<file path="src/rtl/pulse_video_gen_pkg.sv">
// Shared definitions for the pulse video generator: FSM state encoding,
// default widths and the field layout of the packed descriptor word.
package pulse_video_gen_pkg;

    localparam int DEFAULT_VIDEO_SIZE = 10;
    localparam int DEFAULT_CNT_W      = 32;

    typedef enum logic [1:0] {
        ST_IDLE  = 2'd0,
        ST_PULSE = 2'd1,
        ST_GAP   = 2'd2
    } state_t;

    // Packed descriptor word is {pri, pa, pw}, pw in the least significant bits.
    function automatic int desc_width(int video_size, int cnt_w);
        return 2 * cnt_w + video_size;
    endfunction

    function automatic int pa_lsb(int cnt_w);
        return cnt_w;
    endfunction

    function automatic int pri_lsb(int video_size, int cnt_w);
        return cnt_w + video_size;
    endfunction

endpackage

</file>
<file path="src/rtl/pulse_video_gen_if.sv">
// Descriptor valid/ready channel into the pulse video generator.
interface pulse_video_gen_if #(
    parameter int VIDEO_SIZE = pulse_video_gen_pkg::DEFAULT_VIDEO_SIZE,
    parameter int CNT_W      = pulse_video_gen_pkg::DEFAULT_CNT_W
);
    logic                  desc_valid;
    logic                  desc_ready;
    logic [CNT_W-1:0]      desc_pw;
    logic [VIDEO_SIZE-1:0] desc_pa;
    logic [CNT_W-1:0]      desc_pri;

    modport master (output desc_valid, desc_pw, desc_pa, desc_pri, input desc_ready);
    modport slave  (input desc_valid, desc_pw, desc_pa, desc_pri, output desc_ready);
endinterface

</file>
<file path="src/rtl/pulse_video_gen_desc_buf.sv">
// One-entry holding register: accepts a word when empty, releases it on pop.
module pulse_video_gen_desc_buf #(
    parameter int W = 74
) (
    input  logic         clock,
    input  logic         reset_n,
    input  logic         enable,
    input  logic         in_valid,
    output logic         in_ready,
    input  logic [W-1:0] in_data,
    input  logic         pop,
    output logic         full,
    output logic [W-1:0] data
);
    logic         full_reg;
    logic [W-1:0] data_reg;

    // Ready only when empty, so an accept and a pop can never coincide.
    always_ff @(posedge clock or negedge reset_n) begin
        if (!reset_n) begin
            full_reg <= 1'b0;
            data_reg <= '0;
        end else if (enable) begin
            if (in_valid && !full_reg) begin
                full_reg <= 1'b1;
                data_reg <= in_data;
            end else if (pop) begin
                full_reg <= 1'b0;
            end
        end
    end

    assign in_ready = !full_reg;
    assign full     = full_reg;
    assign data     = data_reg;
endmodule

</file>
<file path="src/rtl/pulse_video_gen.sv">
// Turns pulse descriptors (width, amplitude, PRI) into a sampled video stream
// with the time of arrival and pulse count of the most recent pulse.
module pulse_video_gen
    import pulse_video_gen_pkg::*;
#(
    parameter int VIDEO_SIZE = DEFAULT_VIDEO_SIZE,
    parameter int CNT_W      = DEFAULT_CNT_W
) (
    input  logic                  clock,
    input  logic                  reset_n,
    input  logic                  enable,
    pulse_video_gen_if.slave      desc,
    input  logic [VIDEO_SIZE-1:0] baseline,
    output logic [VIDEO_SIZE-1:0] video,
    output logic                  pulse_active,
    output logic [CNT_W-1:0]      toa,
    output logic [CNT_W-1:0]      pc
);
    localparam int DESC_W  = desc_width(VIDEO_SIZE, CNT_W);
    localparam int PA_LSB  = pa_lsb(CNT_W);
    localparam int PRI_LSB = pri_lsb(VIDEO_SIZE, CNT_W);

    logic                  hold_full;
    logic                  pop;
    logic [DESC_W-1:0]     hold_data;
    logic [CNT_W-1:0]      hold_pw;
    logic [VIDEO_SIZE-1:0] hold_pa;
    logic [CNT_W-1:0]      hold_pri;
    logic [CNT_W-1:0]      pri_load;

    state_t                state_reg,  state_next;
    logic [CNT_W-1:0]      time_reg,   time_next;
    logic [CNT_W-1:0]      pw_cnt_reg, pw_cnt_next;
    logic [CNT_W-1:0]      pri_cnt_reg, pri_cnt_next;
    logic [VIDEO_SIZE-1:0] video_reg,  video_next;
    logic                  active_reg, active_next;
    logic [CNT_W-1:0]      toa_reg,    toa_next;
    logic [CNT_W-1:0]      pc_reg,     pc_next;
    logic                  start;

    pulse_video_gen_desc_buf #(.W(DESC_W)) u_desc_buf (
        .clock    (clock),
        .reset_n  (reset_n),
        .enable   (enable),
        .in_valid (desc.desc_valid),
        .in_ready (desc.desc_ready),
        .in_data  ({desc.desc_pri, desc.desc_pa, desc.desc_pw}),
        .pop      (pop),
        .full     (hold_full),
        .data     (hold_data)
    );

    assign hold_pw  = hold_data[0 +: CNT_W];
    assign hold_pa  = hold_data[PA_LSB +: VIDEO_SIZE];
    assign hold_pri = hold_data[PRI_LSB +: CNT_W];

    // max(pri, pw+1) - 1 rewritten as max(pri-1, pw): same value, and pw+1 can
    // no longer overflow CNT_W bits.
    assign pri_load = (hold_pri > hold_pw) ? (hold_pri - CNT_W'(1)) : hold_pw;

    always_comb begin
        state_next   = state_reg;
        time_next    = time_reg;
        pw_cnt_next  = pw_cnt_reg;
        pri_cnt_next = pri_cnt_reg;
        video_next   = video_reg;
        active_next  = active_reg;
        toa_next     = toa_reg;
        pc_next      = pc_reg;
        start        = 1'b0;
        pop          = 1'b0;

        if (enable) begin
            time_next = time_reg + CNT_W'(1);
            case (state_reg)
                ST_IDLE: begin
                    video_next = baseline;
                    start      = hold_full;
                end
                ST_PULSE: begin
                    pri_cnt_next = pri_cnt_reg - CNT_W'(1);
                    if (pw_cnt_reg == '0) begin
                        video_next  = baseline;
                        active_next = 1'b0;
                        state_next  = ST_GAP;
                    end else begin
                        pw_cnt_next = pw_cnt_reg - CNT_W'(1);
                    end
                end
                ST_GAP: begin
                    video_next = baseline;
                    if (pri_cnt_reg == '0) begin
                        start = hold_full;
                        if (!hold_full) begin
                            state_next = ST_IDLE;
                        end
                    end else begin
                        pri_cnt_next = pri_cnt_reg - CNT_W'(1);
                    end
                end
                default: state_next = ST_IDLE;
            endcase

            if (start) begin
                pop          = 1'b1;
                pri_cnt_next = pri_load;
                // A zero-width descriptor only spends its PRI as baseline.
                if (hold_pw == '0) begin
                    state_next  = ST_GAP;
                    video_next  = baseline;
                    active_next = 1'b0;
                end else begin
                    state_next  = ST_PULSE;
                    video_next  = hold_pa;
                    active_next = 1'b1;
                    toa_next    = time_reg;
                    pc_next     = pc_reg + CNT_W'(1);
                    pw_cnt_next = hold_pw - CNT_W'(1);
                end
            end
        end
    end

    always_ff @(posedge clock or negedge reset_n) begin
        if (!reset_n) begin
            state_reg   <= ST_IDLE;
            time_reg    <= '0;
            pw_cnt_reg  <= '0;
            pri_cnt_reg <= '0;
            video_reg   <= '0;
            active_reg  <= 1'b0;
            toa_reg     <= '0;
            pc_reg      <= '0;
        end else begin
            state_reg   <= state_next;
            time_reg    <= time_next;
            pw_cnt_reg  <= pw_cnt_next;
            pri_cnt_reg <= pri_cnt_next;
            video_reg   <= video_next;
            active_reg  <= active_next;
            toa_reg     <= toa_next;
            pc_reg      <= pc_next;
        end
    end

    assign video        = video_reg;
    assign pulse_active = active_reg;
    assign toa          = toa_reg;
    assign pc           = pc_reg;
endmodule

</file>
<file path="src/flat_wrapper.sv">
// flat-port wrapper written by rule: the top's interface ports become plain ports
module pulse_video_gen_flat import pulse_video_gen_pkg::*;
#(
    parameter int VIDEO_SIZE = DEFAULT_VIDEO_SIZE,
    parameter int CNT_W      = DEFAULT_CNT_W
)
  (clock, reset_n, enable, baseline, video, pulse_active, toa, pc, desc_desc_valid, desc_desc_pw, desc_desc_pa, desc_desc_pri, desc_desc_ready);
  pulse_video_gen_if #(.VIDEO_SIZE(VIDEO_SIZE), .CNT_W(CNT_W)) desc_i ();
  input  logic clock;
  input  logic reset_n;
  input  logic enable;
  input  logic [VIDEO_SIZE-1:0] baseline;
  output logic [VIDEO_SIZE-1:0] video;
  output logic pulse_active;
  output logic [CNT_W-1:0] toa;
  output logic [CNT_W-1:0] pc;
  input wire logic [$bits(desc_i.desc_valid)-1:0] desc_desc_valid;
  input wire logic [$bits(desc_i.desc_pw)-1:0] desc_desc_pw;
  input wire logic [$bits(desc_i.desc_pa)-1:0] desc_desc_pa;
  input wire logic [$bits(desc_i.desc_pri)-1:0] desc_desc_pri;
  output wire logic [$bits(desc_i.desc_ready)-1:0] desc_desc_ready;
  assign desc_i.desc_valid = desc_desc_valid;
  assign desc_i.desc_pw = desc_desc_pw;
  assign desc_i.desc_pa = desc_desc_pa;
  assign desc_i.desc_pri = desc_desc_pri;
  assign desc_desc_ready = desc_i.desc_ready;
  pulse_video_gen #(.VIDEO_SIZE(VIDEO_SIZE), .CNT_W(CNT_W)) u_core (.clock(clock), .reset_n(reset_n), .enable(enable), .desc(desc_i), .baseline(baseline), .video(video), .pulse_active(pulse_active), .toa(toa), .pc(pc));
endmodule
</file>
<file path="config.mk">
export PLATFORM = sky130hd
export DESIGN_NAME = pulse_video_gen_flat
export DESIGN_NICKNAME = d
export VERILOG_FILES = /design/src/rtl/pulse_video_gen_pkg.sv /design/src/rtl/pulse_video_gen_if.sv /design/src/rtl/pulse_video_gen_desc_buf.sv /design/src/rtl/pulse_video_gen.sv /design/src/flat_wrapper.sv
export SDC_FILE = /design/constraint.sdc
export NUM_CORES = 1
export LEC_CHECK = 0
export ABC_AREA = 1
export CORE_MARGIN = 1
export CORE_UTILIZATION = 32
export DETAILED_ROUTE_END_ITERATION = 8
export PLACE_DENSITY = 0.47
export SYNTH_ARGS = -nofsm -noshare
export SYNTH_HDL_FRONTEND = slang
export SYNTH_SLANG_ARGS = --single-unit
</file>
<file path="constraint.sdc">
create_clock -name clock -period 2.2 [get_ports clock]
set_input_delay 0.44 -clock clock [delete_from_list [all_inputs] [get_ports clock]]
set_output_delay 0.44 -clock clock [all_outputs]
set_load 0.005 [all_outputs]
</file>
After elaboration in Yosys (flattened, before gate mapping):

Index checks and enable logic that the tools add are counted.

* register bits: 248
* latch bits: 0
* bits in writable memories: 0
* bits in read-only memories: 0
* input bits: 88
* output and inout bits: 76
* word-level logic and storage cells: 73
* memories kept: 0

* $add $sub $neg: 6
* $mul: 0
* divide/modulo/power cells: 0
* order comparisons: 1
* eq/ne operators: 7
* shift operators: 0
* multiplexer cells: 29
* bitwise logic cells: 1
* reduce and logical (&&, ||, !) cells: 19

Operator list (count)
* $mux 32: 7
* $sub 32x1->32 const B: 4
* $logic_not 32->1: 3
* $add 32x1->32 const B: 2
* $pmux 32 s2: 1
* $gt 32x32->1: 1
* $mux 10: 3
* $pmux 10 s2: 1
* $reduce_and 3->1: 4
* $mux 1: 10
* $mux 2: 5
* $ne 3x1->1 const B: 2
* $pmux 2 s3: 1
* $reduce_bool 2->1: 3
* $reduce_bool 3->1: 2
* $reduce_and 5->1: 1
* $reduce_and 2->1: 2
* $ne 3x2->1 const B: 1
* $ne 3x3->1 const B: 1
* $eq 2x1->1 const B: 1
* $eq 2x2->1 const B: 1
* $logic_not 2->1: 1
* $ne 2x1->1 const B: 1
* $pmux 1 s2: 1
* 4 further kinds: 4

Depth between registers and ports, before layout:

Gate-level depths: netlist (run 1).

* word-level depth: 8
* gate-level depth with buffers: 19
* depth with buffers taken out: 19

Hierarchy:

A second synthesis (run 1) with hierarchy kept.

* cells, all modules: 2140
* area, all modules: 15605.0 um^2

By module, submodules not included
* pulse_video_gen: times used 1, cells an instance 1806, area an instance 12525.8 um^2
* pulse_video_gen_desc_buf: times used 1, cells an instance 334, area an instance 3079.2 um^2

Least setup slack after synthesis (run 1):

No wires, ideal clock.

* path kind: register to register
* start: register u_core.u_desc_buf.data_reg[26] (netlist: u_core.u_desc_buf.data[26])
* end: register u_core.pri_cnt_reg[2]
* arrival: 1905 ps
* required time: 2072 ps
* setup slack: 167 ps
* cell stages (with the launch flop): 14
* buffers on the path: 2
* period minus slack after synthesis: 2033 ps
* path through: dfrtp_1 > clkbuf_1 > inv_1 > ha_1 > nand2_1 > nor2_1 > nand2_1 > nor2_1 > nand4_1 > nand2_1 > buf_2 > nand2_1 > nand3_1 > a21boi_0

* longest elaborated chain between the ends: 3

RTL lines
* start: declaration: line pulse_video_gen_desc_buf.sv:16 `logic [W-1:0] data_reg;`
* start signal: assignment: line pulse_video_gen_desc_buf.sv:26 `data_reg <= in_data;`
* $gt 32x32->1: line pulse_video_gen.sv:59 `assign pri_load = (hold_pri > hold_pw) ? (hold_pri - CNT_W'(1)) : hold_pw;`
* $mux 32: line pulse_video_gen.sv:59
* $mux 32: line pulse_video_gen.sv:104 `if (start) begin`
* end signal: assignment: line pulse_video_gen.sv:138 `pri_cnt_reg <= pri_cnt_next;`
* end: declaration: line pulse_video_gen.sv:34 `logic [CNT_W-1:0] pri_cnt_reg, pri_cnt_next;`

No other way between the ends.
A chain may end at the register's enable or synchronous reset.

Worst setup path in the final report (run 1):

* start: register u_core.u_desc_buf.data_reg[0] (netlist: u_core.u_desc_buf.data[0])
* end: register u_core.pw_cnt_reg[16]

* longest elaborated chain between the ends: 3

RTL lines
* $sub 32x1->32 or $logic_not 32->1 (tied branches): line pulse_video_gen.sv:118, pulse_video_gen.sv:108
* $mux 32 (*): line pulse_video_gen.sv:108 `if (hold_pw == '0) begin`
* $mux 32 (*): line pulse_video_gen.sv:104
* end signal: assignment: line pulse_video_gen.sv:137 `pw_cnt_reg <= pw_cnt_next;`
* end: declaration: line pulse_video_gen.sv:33 `logic [CNT_W-1:0] pw_cnt_reg, pw_cnt_next;`

Every way passes the cells marked *; elsewhere a longest branch is shown, timed or not.

==> results of run 1 <==
layout make-up:
type | instances | area [um2]
clock buffers | 49 | 987
clock inverters | 11 | 108
fillers | 4822 | 26100
inverters | 186 | 716
multi-input cells | 1595 | 8920
flip-flops and latches | 248 | 6210
well taps | 615 | 769
repair buffers | 440 | 4070
worst paths after layout:
path,from,end,slack (ns),cells after the start
setup / recovery,u_core.u_desc_buf.data[0]$_DFFE_PN0P_,u_core.pw_cnt_reg[16]$_DFFE_PN0P_,0.04,13
hold / removal,enable,u_core.time_reg[2]$_DFFE_PN0P_,0.32,4
setup reg to reg,u_core.u_desc_buf.data[0]$_DFFE_PN0P_,u_core.pw_cnt_reg[16]$_DFFE_PN0P_,0.04,13
hold reg to reg,u_core.pulse_active$_DFFE_PN0P_,u_core.pulse_active$_DFFE_PN0P_,0.48,2
max in group asynchronous,reset_n,u_core.u_desc_buf.data[44]$_DFFE_PN0P_,1.12,3
min in group asynchronous,reset_n,u_core.pc[19]$_DFFE_PN0P_,0.40,2
power breakdown:
group          total [mW]  leakage (nW)  switching [mW]  internal, mW
Combinational        16.6          6.56            9.09          7.48
Sequential           7.78          2.97            1.50          6.29
Clock                5.46         0.535            2.22          3.25
per-stage QoR:
| step | setup WS, ns | TNS (ns) | instance area (um2) | power (mW) | utilization [%] |
|---|---|---|---|---|---|
| finish | 0.0396 | 0 | 21800 | 29.8 | 45.5 |
| floorplan | 0.167 | 0 | 15500 | 15.4 | - |
| global placement | -0.132 | -2.45 | 19600 | 22.3 | 40.9 |
| CTS | -0.00622 | -0.0143 | 20800 | 28.3 | 43.5 |
| detailed placement | -0.126 | -2.82 | 19600 | 22.3 | 40.9 |
| global route | -0.113 | -1.23 | 21800 | 32.1 | 45.5 |
worst max-delay path: cells and delay by family, from the launching register on:
| family | cells | cell delay (ns) |
|---|---|---|
| AOI/OAI and AO/OA | 1 | 0.12 |
| buffers and inverters | 4 | 0.49 |
| adders and majority gates | 1 | 0.18 |
| and+or+nand+nor | 7 | 0.84 |
| DFF | 1 | 0.39 |
layer usage:
metal,share of wire (%),wire length [um],global-route usage (%)
met1,45,24900,29.1
met2,48,26800,37.4
met3,4.6,2590,4.18
met4,2.5,1410,6.85
met5,0.048,27,0
kinds of logic after synthesis:
| logic type | after synthesis | synth area share (%) |
|---|---|---|
| AND/OR/NAND/NOR | 1158 | 31.8 |
| AO/OA/AOI/OAI | 213 | 7.50 |
| adder cells (fa/ha/maj) | 40 | 3.22 |
| flip-flops | 248 | 40.0 |
| buffers and inverters | 255 | 6.70 |
| multiplexers | 27 | 1.96 |
| XOR/XNOR | 157 | 8.86 |
what timing repair did:
action | in CTS | in global routing
gates resized for setup | 21 | 151
cloned | 1 | 5
setup endpoints to repair | 106 | 139
hold buffers | 1 | 0
pin swaps | 8 | 55
hold endpoints to repair | 32 | 0
buffers inserted | 6 | 28
placed cells by master, fill, tap and decap left out, types with 13 or more instances in the layout:
master	netlist	layout
nand4_1	40	40
clkbuf_16	0	38
inv_1	180	167
nand2_1	536	512
dfrtp_1	248	247
buf_12	0	17
ha_4	0	16
xor2_1	131	124
o21ai_0	79	76
nor2_1	307	268
clkdlybuf4s50_1	0	160
buf_4	7	243
a21oi_1	84	76
mux2_2	27	27
inv_2	6	16
ha_1	40	24
nand3_1	185	178
nor3_1	42	35
nor2_4	3	13
xnor2_1	26	26
nor2_2	15	44
nand2_2	1	22
==> flow_metrics.py, run 1 <==
metrics = {
    "run_status": {
        "status": "finished clean",
    },
    "timing": {
        "slew_viol_final": 0,
        "tightest_slew_ns": 0.564,
        "finalSetupViolCount": 0,
        "clock.fmax_mhz": 463,
        "slew_headroom_pct": 62.3,
        "post-route-min-period_ns": 2.16,
        "finalCritPeriodShare_pct": 98.2,
        "worst_hold_slack_ns": 0.322,
        "report.final.hold_viol_count": 0,
        "finClkSkew_ns": 0.0190,
        "rsz0062_at_grt": "yes",
    },
    "power_and_ir_drop": {
        "p_leak_nw": 10.1,
        "ir_drop_v": 0.000561,
        "power_density_nw_per_um2": 1370,
    },
    "drt": {
        "initialDrtViolationCount": 963,
        "wl_per_cell_um": 17.7,
        "avgViaCountPerCell": 4.88,
        "wl_um": 55800,
        "ant_nets": 0,
        "drc": 0,
        "firstDrtPassIters": 5,
        "vias": 15300,
    },
    "worst_setup_path": {
        "criticalPathCategory": "reg2reg",
        "startpoint_type": "flip-flop",
        "crit_chain": "inv_1 -> ha_1 -> nand3_2 -> nor2_4 -> buf_4 -> nand4_4 -> nor2_4 -> nor2_8 -> nand2_8 -> clkinv_8 -> buf_12 -> a22oi_2 -> nand2_1",
        "worstSetupEndpointType": "flip-flop",
        "cp_data_required_time_ns": 2.62,
        "crit_fanout": 18,
        "cp_slowest_stage_delay_ns": 0.39,
        "worst_path_most_repeated_cell": "nor2_4",
        "worstPathArrival_ns": 2.58,
        "crit_slowest_cell": "dfrtp_1",
    },
    "job": {
        "cap_violations": 0,
    },
    "clock_network": {
        "clkSlewWorstSetupHoldPaths_ns": 0.06,
        "cts_max_path_buffers": 3,
        "clk_latency_ns": 0.55,
        "root_buffer": "clkbuf_16",
        "h-tree-depth": 2,
        "numCtsBuffers": 34,
        "cts_num_sinks": 248,
        "cts_tree": "built",
    },
    "die": {
        "io_pins": 164,
        "dieWidth_um": 222,
        "start_util_pct": 32.4,
        "core_area_um2": 47800,
        "die_area_um2": 49400,
        "row_count": 80,
        "die_height_um": 222,
    },
    "synthesis": {
        "syn_area_um2": 15500,
        "synth_cell_type_count": 45,
        "ys_warn_count": 0,
        "ys_top_cells_by_area": "dfrtp_1 40%, nand2_1 13%, nor2_1 7.4%",
        "syn-num-nets": 2226,
        "yosysMostFrequentCell": "nand2_1",
        "netlist_instances": 2098,
        "synth-seq-cells": 248,
        "yosysSeqAreaShare_pct": 40.0,
        "synth-edff-count": 0,
        "netlist_top_cells_count": "536 x nand2_1, 307 x nor2_1, 248 x dfrtp_1",
        "async_flop_share_pct": 100,
        "synth_largest_area_cell": "dfrtp_1",
        "synth.avg_cell_area_um2": 7.40,
        "ys.flop_type": "dfrtp_1",
        "yosysTopAreaCellShare_pct": 40.0,
    },
    "grt": {
        "track_usage_pct": 22.4,
        "antenna_found_initial": 2,
        "grt_pass1_vias": 15500,
        "grt_max_degree": 56,
        "gr-total-overflow": 0,
        "grt_pass1_wl_um": 86500,
    },
    "cells_and_area": {
        "fin_nets": 2633,
        "area_growth_pct": 40.3,
        "largest_reg_flops": 74,
        "n_antenna_cell": 0,
        "drive_gt1_share_pct": 20.5,
        "stdcell_count": 3144,
    },
    "place": {
        "io_buffer_count": 163,
        "place_congestion": 0.881,
        "dp_hpwl_um": 42400,
        "dp.cells": 3043,
    },
    "worst_hold_path": {
        "min-delay-path-class": "in2reg",
    },
}
No activity file was read; power rests on OpenSTA's default activity.
==> inputs of run 2 (changes only) <==
CELL_PAD_IN_SITES_DETAIL_PLACEMENT = 0   (was not set)
CELL_PAD_IN_SITES_GLOBAL_PLACEMENT = 2   (was not set)
CORE_MARGIN = not set   (was 1)
MAX_ROUTING_LAYER = met4   (was not set)
PLACE_DENSITY = 0.75   (was 0.47)
==> run 2 against run 1 <==
Compared with the run above: the flow now finishes with violations (setup timing); via count increased by 0.87%; register-to-register slack got worse by 0.09 ns; clock-buffer cell count fell by 2; non-clock buffer count increased by 41; final area increased by 3.8%; combinational power rose by 12%; die area unchanged; global-route usage is 1.5 points higher; clock power is 8.8% higher; wire length is 4.5% higher; setup slack worse by 0.090 ns; largest power group unchanged.
==> flow_metrics.py, run 2 (synthesis results as in run 1) <==
metrics = {
    "timing": {
        "report.final.hold_viol_count": 0,
        "rsz0062_at_grt": "yes",
        "tightest_slew_ns": 0.572,
        "slew_viol_final": 0,
        "finalCritPeriodShare_pct": 102,
        "clock.fmax_mhz": 444,
        "finalSetupTns_ns": -0.412,
        "worst_hold_slack_ns": 0.295,
        "finalSetupViolCount": 24,
        "slew_headroom_pct": 61.9,
        "worst_slack_ns": -0.0508,
        "finClkSkew_ns": 0.0198,
        "post-route-min-period_ns": 2.25,
    },
    "clock_network": {
        "numCtsBuffers": 34,
        "cts_tree": "built",
        "h-tree-depth": 2,
        "cts_num_sinks": 248,
        "root_buffer": "clkbuf_16",
        "clk_latency_ns": 0.55,
        "clkSlewWorstSetupHoldPaths_ns": 0.06,
        "cts_max_path_buffers": 3,
    },
    "drt": {
        "drc": 0,
        "wl_per_cell_um": 18.3,
        "initialDrtViolationCount": 930,
        "vias": 15500,
        "wl_um": 58300,
        "firstDrtPassIters": 5,
        "ant_nets": 0,
        "avgViaCountPerCell": 4.86,
    },
    "cells_and_area": {
        "largest_reg_flops": 74,
        "drive_gt1_share_pct": 23.6,
        "final_cell_mix": "499 x nand2_1, 273 x nor2_1, 270 x buf_4",
        "stdcell_count": 3184,
        "layout.cells.most_common": "nand2_1",
        "fin_area_um2": 22600,
        "fin_nets": 2674,
        "n_antenna_cell": 0,
        "fillers": 4790,
        "area_growth_pct": 45.6,
    },
    "place": {
        "io_buffer_count": 163,
        "dp_hpwl_um": 44300,
        "place_congestion": 0.895,
        "place_area_um2": 20000,
        "dp.cells": 3093,
        "post-place-ws_ns": -0.162,
    },
    "die": {
        "start_util_pct": 32.4,
        "row_count": 80,
        "dieWidth_um": 222,
        "io_pins": 164,
        "core_area_um2": 47800,
        "die_area_um2": 49400,
        "die_height_um": 222,
    },
    "worst_setup_path": {
        "cp_data_required_time_ns": 2.64,
        "worstPathArrival_ns": 2.69,
        "startpoint": "u_core.u_desc_buf.data[30]$_DFFE_PN0P_",
        "crit_fanout": 6,
        "cp_slowest_stage_delay_ns": 0.35,
        "worstReg2RegStart": "u_core.u_desc_buf.data[30]$_DFFE_PN0P_",
        "crit_slowest_cell": "dfrtp_1",
        "startpoint_type": "flip-flop",
        "crit_chain": "inv_1 -> ha_1 -> nand2_1 -> o21a_1 -> nand2_1 -> a21oi_2 -> buf_6 -> nand2_8 -> bufbuf_16 -> nand3_1 -> nand3_1 -> buf_4 -> nand3_1 -> nand2_1",
        "criticalPathCategory": "reg2reg",
        "worstSetupEndpointType": "flip-flop",
    },
    "grt": {
        "gr-total-overflow": 0,
        "grt_pass1_wl_um": 88900,
        "track_usage_pct": 23.9,
        "antenna_found_initial": 0,
        "grt_pass1_vias": 15600,
        "grt_max_degree": 56,
    },
    "power_and_ir_drop": {
        "ir_drop_v": 0.000703,
        "swShare_pct": 42.1,
        "power.internal_mw": 18.7,
        "p_sw_mw": 13.6,
        "power_density_nw_per_um2": 1430,
        "clkPwrFrac_pct": 18.4,
        "pwr-share-seq_pct": 23.9,
        "p_leak_nw": 10.4,
        "pwr-share-comb_pct": 57.7,
    },
    "run_status": {
        "status": "finished with violations",
        "violations": "setup timing",
    },
    "worst_hold_path": {
        "min-delay-path-class": "in2reg",
        "min-delay-start": "enable",
    },
    "job": {
        "cap_violations": 0,
    },
}
[run 2: cell count changes in the layout (fill, tap and decap cells not counted), moves of 5 or more]
cell,before,now
buf_4,243,270
nand3_1,178,155
nand3_2,8,27
o21ai_0,76,60
o21ai_1,9,23
nand2_1,512,499
nand2_2,22,32
buf_12,17,25
clkbuf_16,38,44
nor2_1,268,273
nor2_2,44,39
[run 2: worst max-delay path, delay by kind of cell, from the launching register on]
kind	cells	cell delay [ns]
DFF	1	0.35
buffers and inverters	4	0.61
AOI/OAI and AO/OA	2	0.34
and+or+nand+nor	7	0.54
adders and majority gates	1	0.29
[run 2: metal layers]
layer,vias up,GRT usage (%),wire [um]
li1,7684,-,-
met1,7338,30.7,26700
met2,362,39.5,28000
met3,78,2.67,2300
met4,0,6.81,1340
met5,-,-,0
[run 2: timing repair]
item,CTS,global route
endpoints found under the hold margin,44,0
setup buffers,2,24
endpoints found under the setup margin,112,126
resized for setup,43,195
gates cloned,2,8
hold buffers,1,0
pin swaps,9,49
[run 2: final timing paths]
kind	to	slack (ns)	depth (start not counted)
worst min-delay path	u_core.time_reg[5]$_DFFE_PN0P_	0.29	4
worst max-delay path	u_core.pri_cnt_reg[27]$_DFFE_PN0P_	-0.05	14
worst min register to register	u_core.time_reg[3]$_DFFE_PN0P_	0.47	1
max in group asynchronous	u_core.time_reg[21]$_DFFE_PN0P_	0.99	3
min in group asynchronous	u_core.pw_cnt_reg[23]$_DFFE_PN0P_	0.42	2
worst max register to register	u_core.pri_cnt_reg[27]$_DFFE_PN0P_	-0.05	14
[run 2: power by group through the flow]
stage / logic (mW) / registers (mW) / clock network [mW]
finish: 18.6 / 7.70 / 5.94
global route: 20.3 / 7.92 / 6.26
CTS: 16.5 / 7.56 / 6.11
detailed placement: 15.7 / 7.61 / 0
global placement: 15.6 / 7.56 / 0
floorplan: 7.80 / 7.64 / 0
[run 2: cell type report]
cell class,instances,area [um2],area share [%]
multi-input cells,1595,9170,40.6
flip-flops and latches,248,6210,27.5
repair buffers,481,4550,20.2
clock buffers,47,1020,4.53
well taps,615,769,3.40
inverters,186,708,3.13
clock inverters,12,166,0.736
[run 2: stage by stage]
stage	util (%)	power, mW
after floorplan	-	15.4
after global placement	41.9	23.2
after detailed placement	41.9	23.3
after CTS	44.9	30.1
after global routing	47.2	34.5
final	47.2	32.2
